==> src/rtl/keypad_row_decoder.sv <==
// Receiver side of the 4x4 keypad scan: synchronizes row lines, resolves one key
// per full column scan and debounces presses/releases over DEBOUNCE_SCANS scans.
module keypad_row_decoder #(
  parameter int unsigned DEBOUNCE_SCANS = 5
) (
  input  logic       slow_clk,
  input  logic       rst,
  input  logic [3:0] row_in,
  input  logic [1:0] column_index,
  output logic [3:0] key_code,
  output logic       key_valid,
  output logic       key_pressed
);

  localparam int unsigned ROW_W  = 4;
  localparam int unsigned COL_W  = 2;
  localparam int unsigned CODE_W = 4;
  localparam int unsigned CNT_W  = 4;
  localparam logic [CNT_W-1:0] CNT_MAX = CNT_W'(DEBOUNCE_SCANS);
  localparam logic [COL_W-1:0] LAST_COL = COL_W'(3);

  typedef enum logic [1:0] {
    ST_IDLE,
    ST_DEBOUNCE,
    ST_PRESSED,
    ST_RELEASE
  } state_t;

  logic [ROW_W-1:0]  row_s1, row_s2;
  logic [COL_W-1:0]  col_d1, col_d2;
  logic              acc_hit;
  logic [CODE_W-1:0] acc_code;
  state_t            state;
  logic [CNT_W-1:0]  cnt;
  logic [CODE_W-1:0] cand;

  logic              sample_hit;
  logic [CODE_W-1:0] sample_code;
  logic              scan_end;
  logic              scan_hit;
  logic [CODE_W-1:0] scan_key;
  logic              scan_match;
  logic [CNT_W-1:0]  cnt_inc;

  function automatic logic [1:0] lowest_row(input logic [ROW_W-1:0] rows);
    if (rows[0])      return 2'd0;
    else if (rows[1]) return 2'd1;
    else if (rows[2]) return 2'd2;
    else              return 2'd3;
  endfunction

  // Row synchronizer and matching column delay keep each sample tagged with its column.
  always_ff @(posedge slow_clk or posedge rst) begin
    if (rst) begin
      row_s1 <= '0;
      row_s2 <= '0;
      col_d1 <= '0;
      col_d2 <= '0;
    end else begin
      row_s1 <= row_in;
      row_s2 <= row_s1;
      col_d1 <= column_index;
      col_d2 <= col_d1;
    end
  end

  always_comb begin
    sample_hit  = |row_s2;
    sample_code = {lowest_row(row_s2), col_d2};
    scan_end    = (col_d2 == LAST_COL);
    scan_hit    = acc_hit | sample_hit;
    scan_key    = acc_hit ? acc_code : sample_code;
    scan_match  = scan_hit && (scan_key == cand);
    cnt_inc     = (cnt >= CNT_MAX) ? cnt : cnt + CNT_W'(1);
  end

  // First hit in a scan wins: lowest column, then lowest row.
  always_ff @(posedge slow_clk or posedge rst) begin
    if (rst) begin
      acc_hit  <= 1'b0;
      acc_code <= '0;
    end else if (scan_end) begin
      acc_hit  <= 1'b0;
      acc_code <= '0;
    end else if (!acc_hit && sample_hit) begin
      acc_hit  <= 1'b1;
      acc_code <= sample_code;
    end
  end

  // Debounce FSM, advanced once per completed scan.
  always_ff @(posedge slow_clk or posedge rst) begin
    if (rst) begin
      state       <= ST_IDLE;
      cnt         <= '0;
      cand        <= '0;
      key_code    <= '0;
      key_valid   <= 1'b0;
      key_pressed <= 1'b0;
    end else begin
      key_valid <= 1'b0;
      if (scan_end) begin
        case (state)
          ST_IDLE: begin
            if (scan_hit) begin
              cand <= scan_key;
              if (CNT_MAX == CNT_W'(1)) begin
                state       <= ST_PRESSED;
                cnt         <= '0;
                key_code    <= scan_key;
                key_valid   <= 1'b1;
                key_pressed <= 1'b1;
              end else begin
                state <= ST_DEBOUNCE;
                cnt   <= CNT_W'(1);
              end
            end
          end
          ST_DEBOUNCE: begin
            if (scan_match) begin
              cnt <= cnt_inc;
              if (cnt_inc >= CNT_MAX) begin
                state       <= ST_PRESSED;
                key_code    <= cand;
                key_valid   <= 1'b1;
                key_pressed <= 1'b1;
              end
            end else begin
              state <= ST_IDLE;
              cnt   <= '0;
            end
          end
          ST_PRESSED: begin
            if (!scan_match) begin
              if (CNT_MAX == CNT_W'(1)) begin
                state       <= ST_IDLE;
                cnt         <= '0;
                key_pressed <= 1'b0;
              end else begin
                state <= ST_RELEASE;
                cnt   <= CNT_W'(1);
              end
            end
          end
          ST_RELEASE: begin
            if (scan_match) begin
              state <= ST_PRESSED;
              cnt   <= '0;
            end else begin
              cnt <= cnt_inc;
              if (cnt_inc >= CNT_MAX) begin
                state       <= ST_IDLE;
                cnt         <= '0;
                key_pressed <= 1'b0;
              end
            end
          end
          default: begin
            state       <= ST_IDLE;
            cnt         <= '0;
            key_pressed <= 1'b0;
          end
        endcase
      end
    end
  end

endmodule

==> config.mk <==
export PLATFORM = sky130hd
export DESIGN_NAME = keypad_row_decoder
export DESIGN_NICKNAME = d
export VERILOG_FILES = /design/src/rtl/keypad_row_decoder.sv
export SDC_FILE = /design/constraint.sdc
export NUM_CORES = 1
export LEC_CHECK = 0
export CAP_MARGIN = 20
export CORE_ASPECT_RATIO = 2
export CORE_MARGIN = 2
export CORE_UTILIZATION = 35
export CTS_BUF_LIST = sky130_fd_sc_hd__clkbuf_2 sky130_fd_sc_hd__clkbuf_4 sky130_fd_sc_hd__clkbuf_8
export CTS_CLUSTER_SIZE = 12
export DETAILED_ROUTE_END_ITERATION = 12
export PLACE_DENSITY_LB_ADDON = 0.12
export SYNTH_ARGS = -nofsm -noshare
export SYNTH_HDL_FRONTEND = slang
export SYNTH_SLANG_ARGS = --single-unit
==> constraint.sdc <==
create_clock -name slow_clk -period 2.4 [get_ports slow_clk]
set_input_delay 0.48 -clock slow_clk [delete_from_list [all_inputs] [get_ports slow_clk]]
set_output_delay 0.48 -clock slow_clk [all_outputs]
set_load 0.02 [all_outputs]
* Word level (Yosys, flattened, before mapping)
Index checks and enable logic that the tools add are counted.
** Storage, ports and cells
- Input port bits :: 8
- Bits in latches :: 0
- Bits in read-only memories :: 0
- RAM bits :: 0
- Memories kept :: 0
- Register bits after elaboration :: 33
** Operators by class
- Muxes and demuxes :: 31
- Reductions and logical operators :: 12
- $lt $le $gt $ge :: 2
- $mul :: 0
- $add $sub $neg :: 1
- Eq/ne operators :: 13
- Bitwise gates (word level) :: 1
- Divide/modulo/power cells :: 0
- Shift operators :: 0
** Operator list (count)
- 4-bit 2-to-1 mux :: 9
- 2-bit 2-to-1 mux :: 8
- 4-bit one-hot mux with 4 select lines :: 1
- 2-bit inequality test, second input constant :: 6
- 1-bit 2-to-1 mux :: 11
- 4-bit by 3-bit greater-or-equal comparator with 1-bit output, second input constant :: 2
- 2-bit one-hot mux with 4 select lines :: 1
- 2-bit equality test, second input constant :: 3
- 3-bit inequality test, second input constant :: 2
- 3-bit AND reduction :: 2
- 6-bit AND reduction :: 1
- 5-bit AND reduction :: 1
- 4-bit by 1-bit adder with 4-bit output, second input constant :: 1
- 4-bit equality test :: 1
- 4-bit AND reduction :: 1
- 2-bit nonzero test :: 2
- 4-bit OR reduction :: 1
- 2-bit by 1-bit equality test with 1-bit output, second input constant :: 1
- 1-bit logical AND :: 2
- 2-bit logical NOT :: 1
- 1-bit one-hot mux with 2 select lines :: 1
- 1-bit logical NOT :: 1
- 1-bit OR :: 1

* Logic depth before layout (Yosys ltp)
Gate-level depths: netlist of run 1.
- Word-level depth :: 9
- Depth in mapped cells :: 8
- Gate-level depth less buffers :: 8

* Least setup slack after synthesis of run 1
No wires, ideal clock.
- Path kind :: register to register
- From :: reg acc_hit
- To :: reg key_code[0]
- Slack :: 0.112 ns
- Cell stages (with the launch flop) :: 8
- Setup time :: 0.125 ns
- Data required time :: 2.275 ns
- Path buffers :: 1
- Data arrival time :: 2.163 ns
- Cells stage by stage :: dfrtp_1 > buf_6 > or4b_1 > o211ai_1 > and4_4 > nand2_4 > nor4_4 > mux2_2
** On the way
- Longest elaborated chain between the ends :: 4
- Elaborated cells between the ends (all ways) :: 5
- Classes of those cells :: eq/ne: 1; mux: 1; bitwise: 1; reduce/logical: 2
** Ends and longest elaborated chain
- start: declaration :: line 31 : logic acc_hit;
- start signal: assignment :: line 80 : acc_hit <= 1'b0;
- start signal: assignment :: line 83 : acc_hit <= 1'b0;
- start signal: assignment :: line 86 : acc_hit <= 1'b1;
- 4-bit 2-to-1 mux :: line 72 : scan_key = acc_hit ? acc_code : sample_code;
- 4-bit equality test :: line 73 : scan_match = scan_hit && (scan_key == cand);
- 1-bit logical AND (*) :: line 73
- 4-bit AND reduction (no line) (*)
- end signal: assignment :: line 110 : key_code <= scan_key;
- end signal: assignment :: line 124 : key_code <= cand;
- end: declaration :: line 10 : output logic [3:0] key_code,
Mark *: on every way between the ends. The rest lies on a longest branch, timed or not.
A chain may end at the register's enable or synchronous reset.

* Worst setup path in the final report of run 1
- From :: reg row_s2[1]
- To :: reg key_code[2]
** On the way
- Longest elaborated chain between the ends :: 6
- Elaborated cells between the ends (all ways) :: 8
- Classes of those cells :: eq/ne: 1; mux: 3; bitwise: 1; reduce/logical: 3
** Ends and longest elaborated chain
- start: declaration :: line 29 : logic [ROW_W-1:0] row_s1, row_s2;
- start signal: assignment :: line 61 : row_s2 <= row_s1;
- 2-bit 2-to-1 mux :: line 47 : else if (rows[1]) return 2'd1;
- 2-bit 2-to-1 mux :: line 46 : if (rows[0]) return 2'd0;
- 4-bit 2-to-1 mux :: line 72
- 4-bit equality test :: line 73
- 1-bit logical AND (*) :: line 73
- 4-bit AND reduction (no line) (*)
Marked as above.

==> results of run 1 <==
==> cells by family after synthesis <==
group | Yosys count
flops | 33
fa+ha+maj | 3
compound gates | 38
mux | 7
simple gates | 39
xor+xnor | 3
buf+inv | 9
==> layout make-up <==
type	count	area share, %
Sequential cell	33	43.4
Tap cell	52	3.41
Multi-Input combinational cell	90	35.0
Clock buffer	7	4.72
Inverter	6	1.18
Timing Repair Buffer	27	12.3
==> worst register-to-register path, delay by kind of cell, from the launching register on <==
kind,cells,cell delay (ps)
mux,1,380
simple gates,4,1310
flops,1,440
compound gates,1,120
==> placed cells by master, fill, tap and decap left out, drive strengths merged, types with 5 or more instances in the layout <==
| cell | n |
|---|---|
| a21oi | 8 |
| inv | 6 |
| dfrtp | 33 |
| nand2 | 12 |
| o21ai | 12 |
| nor2 | 6 |
| mux2 | 5 |
| clkdlybuf4s50 | 13 |
| buf | 14 |
| clkbuf | 7 |
==> sequential cells by signal, indices dropped and copies added, names as in the netlist, named ones only <==
register and cells:
acc_code 4, cand 4, cnt 4, key_code 4, row_s1 4, row_s2 4
col_d1 2, col_d2 2, acc_hit 1, key_pressed 1, key_valid 1, state 1
==> metal layers <==
metal  global-route usage, %  part of all wire [%]  up-vias
met5                       0                     0        -
met4                    9.56                   2.2        0
met3                    2.93                   2.8        8
met2                    27.1                    59       31
met1                    15.5                    36      591
li1                        -                     -      535
==> final timing paths <==
kind                          endpoint       from  slack, ps
min                          col_d2[0]  col_d1[0]        350
max                        key_code[2]  row_s2[1]         50
max in group asynchronous       cnt[0]        rst       1480
max reg2reg                key_code[2]  row_s2[1]         50
min in group asynchronous  key_code[3]        rst        590
min reg2reg                  col_d2[0]  col_d1[0]        350
==> where the power goes <==
group	internal [uW]	total, uW	leakage [uW]	switching, uW
logic	271	588	0.000370	317
registers	642	742	0.000410	99.4
clock network	239	423	0.0000477	184
total	1150	1750	0.000828	601
==> repair_timing <==
action                                  CTS  global route
buffers inserted                          3             2
endpoints found under the setup margin    5             7
pin swaps                                 2             4
gates resized for setup                   6             7
==> stage by stage <==
stage | cells | area (um2) | TNS (ps) | worst slack [ps]
after CTS | 213 | 1860 | -140 | -37.3
after global placement | 203 | 1730 | 0 | 13.6
final | 215 | 1910 | 0 | 51.5
after global routing | 215 | 1910 | -138 | -47.9
after detailed placement | 203 | 1730 | -305 | -76.2
after floorplan | 132 | 1510 | 0 | 112
==> run metrics, run 1 <==
vias in the first global route between 1k and 1.5k; WP buf/inv 0; DR pass1 iterations 5; Synth Area in Compound Gates 16.1%; post-detail-place hpwl between 2 and 2.5 mm; synth cell count leaders dfrtp_1, o21ai_0, nand2_1, a21oi_1; first-pass GRT wire length ~5.7 mm; multi-input logic area about 670 um2; share of cells above drive strength 1 around a quarter; status finished, final reports clean; Max Cap Viol 0; fillers just over 400; Yosys top cell area share a little over half; via count roughly 1.2k; Final Hold Vio Count 0; Post-Syn Instances between 100 and 150; Max FO, Critical Path 5; Synth Area in XOR/XNOR between 1.5 and 2%; Post-Syn Area 0.00151 mm2; final-stage net count around 170; largest cells by area after synthesis dfrtp_1, o21ai_0, mux2_2, nand2_1, a21oi_1; CTS tree done; Final Wtd Congestion between 0.8 and 0.9; Syn. warnings 0; Post-synth ARST share 100%; worst vdd ir a little over 0.6 mV; CTS clk-pin slew, worst paths around 70 ps; I/O Buffers 13; Vias/cell ~5.4; HP Class reg2reg; Yosys top cell by area dfrtp_1; unrepaired setup endpoints after global routing true; worst-margin pin slew 423 ps; Initial Utilization 36.5%; f_max between 400 and 500 MHz; critical path's top delay family simple AND/OR/NAND/NOR gates; Slew headroom between 70% and 80%; Synth Area in Simple Gates approximately 16%; Clk Latency, worst-skew pair around 280 ps; Total Wirelength approximately 3.4 mm; WHS Path Cells 0; Final setup viols 0; number of cells on the critical path 6; Syn Area/Cell 11.4 um2; Crit path arrival time 2520 ps; wire per inst about 16 um; die width 50.4 um; grt total ovfl 0; CP max stage cell or4b_1; H-tree Lvls 2; largest net degree at the start of global routing 34; Core Util, Final about 46%; CTS buffer count 5; R2R cell count 6; antenna violations before repair 0; Slew Viols, Final 0; required time of the critical path about 2600 ps; CTS root buffer clkbuf_8; Vert. Die Dim between 90 and 100 um; Tmin final 2350 ps; Rows 33; mux share of post-synthesis cell area slightly above 5%; Power Density 918 mW/mm2; Top FF cell, synth dfrtp_1; core area ~0.0041 mm2; clk buf depth 2; Setup crit start kind flop; post-synthesis sequential element count 33; EDFF count, synth 0; most common cell in the netlist dfrtp_1; full die area ~0.005 mm2; Initial DRC Count 37; Sequential Area approximately 830 um2; cts hold-fix bufs 0; Pwr Total ~1800 uW; skew final 7.00 ps; sequential area share after synthesis between 50% and 60%; main combinational cell family by area after synthesis compound AO/OA/AOI/OAI gates; DRC 0; syn_nets approximately 140; final cycle utilization of the critical path ~98%; CP endpoint kind flop; Hold WS between 300 and 400 ps; max incr delay on CP roughly 530 ps; clk sinks 33; antenna fix cells 0; Routed Antenna Nets 0; crit path cell chain or4b_1 > o211ai_1 > and4_4 > nand2_4 > nor4_4 > mux2_2; area share of fa/ha/maj cells after synthesis around 2.5%; Distinct cells, synth between 40 and 50; area delta synth->final 26.6%; I/O pin cnt 14; Tot GR Track Use ~15%; Crit Path Class reg2reg; Lkg Pwr about 0.00083 uW
(Power assumes the default switching activity.)
==> run 2, diff against run 1 <==
--- a/config.mk
+++ b/config.mk
@@ -13,6 +13,7 @@
 export CTS_CLUSTER_SIZE = 12
 export DETAILED_ROUTE_END_ITERATION = 12
 export PLACE_DENSITY_LB_ADDON = 0.12
+export SKIP_LAST_GASP = 1
 export SYNTH_ARGS = -nofsm -noshare
 export SYNTH_HDL_FRONTEND = slang
 export SYNTH_SLANG_ARGS = --single-unit
==> results of run 2 <==
The final DEF is identical to that of run 1; final timing and power are the same.
==> run 3, diff against run 2 <==
--- a/config.mk
+++ b/config.mk
@@ -6,9 +6,9 @@
 export NUM_CORES = 1
 export LEC_CHECK = 0
 export CAP_MARGIN = 20
-export CORE_ASPECT_RATIO = 2
+export CORE_ASPECT_RATIO = 1.1
 export CORE_MARGIN = 2
-export CORE_UTILIZATION = 35
+export CORE_UTILIZATION = 53
 export CTS_BUF_LIST = sky130_fd_sc_hd__clkbuf_2 sky130_fd_sc_hd__clkbuf_4 sky130_fd_sc_hd__clkbuf_8
 export CTS_CLUSTER_SIZE = 12
 export DETAILED_ROUTE_END_ITERATION = 12
==> constraint.sdc (replaced) <==
create_clock -name slow_clk -period 2.4 [get_ports slow_clk]
set_input_delay 0.24 -clock slow_clk [delete_from_list [all_inputs] [get_ports slow_clk]]
set_output_delay 0.24 -clock slow_clk [all_outputs]
set_load 0.02 [all_outputs]
==> run 3 against run 2 <==
- global-route usage grew 4.5 points
- critical path depth is 3 higher
- clock power down 23%
- setup slack gained 34 ps
- highest routed layer unchanged
- critical path type unchanged
- via count fell by 6.4%
- clock skew is 7.2 ps higher
- sequential power is 2% lower
- utilization rose by 21 points
- critical endpoint is now key_pressed
==> run metrics, run 3 (synthesis results as in run 1) <==
Setup WS pre-CTS -42.5 ps (+33.7 ps); final cycle utilization of the critical path 96.4% (-1.4 points); Power Density 872 mW/mm2 (-5.1%); Lkg Pwr 0.000827 uW (-0.17%); CTS buffer count 5 (unchanged); Final setup viols 0 (unchanged); Final Wtd Congestion 0.851 (+6.1%); Tot GR Track Use 19.8% (+4.5 points); antenna violations before repair 0 (unchanged); vias in the first global route 1,023 (-16%); Crit path arrival time 2550 ps (+30 ps); DR pass1 iterations 4 (-1); part of the power in combinational logic 34.5% (+1.0 points); Hold WS 273 ps (-72.4 ps); Setup crit start kind flop; clk buf depth 2 (unchanged); grt total ovfl 0 (unchanged); f_max 432 MHz (+1.5%); wire per inst 14.9 um (-6.0%); Initial Utilization 55.3% (+19 points); Vert. Die Dim 59.9 um (-38%); max incr delay on CP 450 ps (-80 ps); share of cells above drive strength 1 23.0% (-3.4 points); final-stage net count 172 (-1.1%); post-detail-place hpwl 1.97 mm (-19%); area delta synth->final 22.2%; CTS tree done; Slew Viols, Final 0 (unchanged); clock share of power 20.2% (-3.9 points); Final Hold Vio Count 0 (unchanged); I/O pin cnt 14 (unchanged); net switching power 569 uW (-5.4%); HP Class in2async; DRC 0 (unchanged); Initial DRC Count 23 (-38%); internal power 1040 uW (-10%); most common cell after layout, fill and taps aside dfrtp_1; unrepaired setup endpoints after global routing true; Max Cap Viol 0 (unchanged); H-tree Lvls 2 (unchanged); cts hold-fix bufs 0 (unchanged); Rows 20 (-39%); required time of the critical path 2640 ps (+70 ps); Seq pwr share 45.4% (+3.1 points); Crit Path Class reg2reg; Tmin final 2310 ps (-33.9 ps); CTS clk-pin slew, worst paths 100 ps (+30 ps); worst-margin pin slew 454 ps (+31.0 ps); die width 54.9 um (+8.8%); core area 0.00273 mm2 (-34%); full die area 0.00329 mm2 (-33%); first-pass GRT wire length 4.44 mm (-22%); CTS root buffer clkbuf_4; I/O Buffers 13 (unchanged); Net Sw Frac 35.4% (+1.1 points); CP max stage cell a211oi_1; Routed Antenna Nets 0 (unchanged); worst vdd ir 0.473 mV (-22%); antenna fix cells 0 (unchanged); skew final 14.2 ps (+7.18 ps); Vias/cell 5.62 (+3.7%); crit path cell chain inv_2 > ha_1 > nand2b_1 > a211oi_1 > a221oi_4 > nor3_4 > nor4_4 > buf_4 > a211o_2; largest net degree at the start of global routing 34 (unchanged); via count 1,090 (-6.4%); Slew headroom 69.5% (-2.2 points); Final WS setup 85.4 ps (+33.9 ps); Max FO, Critical Path 6 (+1); Total Wirelength 2.88 mm (-15%); status finished, final reports clean; clk sinks 33 (unchanged); CP endpoint kind flop; most frequent cells in the layout dfrtp_1, clkdlybuf4s50_1, o21ai_0, nand2_1, buf_4; Clk Latency, worst-skew pair 340 ps (+60 ps)
[run 3: cell types whose count changed in the layout (fill, tap and decap cells not counted), sizes merged]
cell,change
buf,-2
[run 3: worst paths after layout]
path	startpoint	end	slack, ps	cells after the start
worst max-delay path	cnt[1]	key_pressed	90	9
worst min register to register	col_d1[1]	col_d2[1]	350	0
worst min-delay path	rst	key_pressed	270	3
max in group asynchronous	rst	col_d2[0]	1830	3
worst max register to register	cnt[1]	key_pressed	90	9
min in group slow_clk	row_in[1]	row_s1[1]	340	1
[run 3: what timing repair did]
item | CTS | global route
pin swaps | 1 | 3
gates resized for setup | 2 | 6
setup endpoints to repair | 4 | 5
hold endpoints to repair | 0 | 0
buffers inserted | 2 | 1
[run 3: power groups by stage]
stage / registers, uW / clock network [uW] / logic, uW
2_1_floorplan: 724 / 0 / 343
3_3_place_gp: 733 / 0 / 465
3_5_place_dp: 737 / 0 / 485
4_1_cts: 726 / 334 / 508
5_1_grt: 741 / 357 / 602
6_report: 728 / 324 / 553
[run 3: final cells by class]
cell class	instances	area [um2]
clock buffer	7	58.8
fill	199	886
inverter	6	22.5
multi-input combinational	90	661
sequential	33	826
tap	33	41.3
timing repair buffer	25	233
[run 3: critical path: cells and delay by family (launching register included)]
family	cells	cell delay, ps
AOI/OAI and AO/OA	3	910
adders and majority gates	1	190
buffers and inverters	2	230
DFF	1	430
and+or+nand+nor	3	440
[run 3: stage by stage]
stage / TNS [ps] / utilization (%) / instances / area [um2] / power (uW)
6_report: 0 / 67.5 / 194 / 1840 / 1610
5_1_grt: -257 / 67.5 / 194 / 1840 / 1700
4_1_cts: 0 / 66.3 / 193 / 1810 / 1570
3_5_place_dp: -118 / 63.2 / 184 / 1720 / 1220
3_3_place_gp: 0 / 63.2 / 184 / 1720 / 1200
2_1_floorplan: 0 / - / 132 / 1510 / 1070
[run 3: metal layers]
layer / global-route usage (%) / part of all wire, % / vias to the layer above
met1: 23.2 / 45 / 526
met3: 7.50 / 4.4 / 7
met2: 31.0 / 48 / 25
li1: - / - / 532
met4: 10.0 / 1.8 / 0
met5: 0 / 0 / -
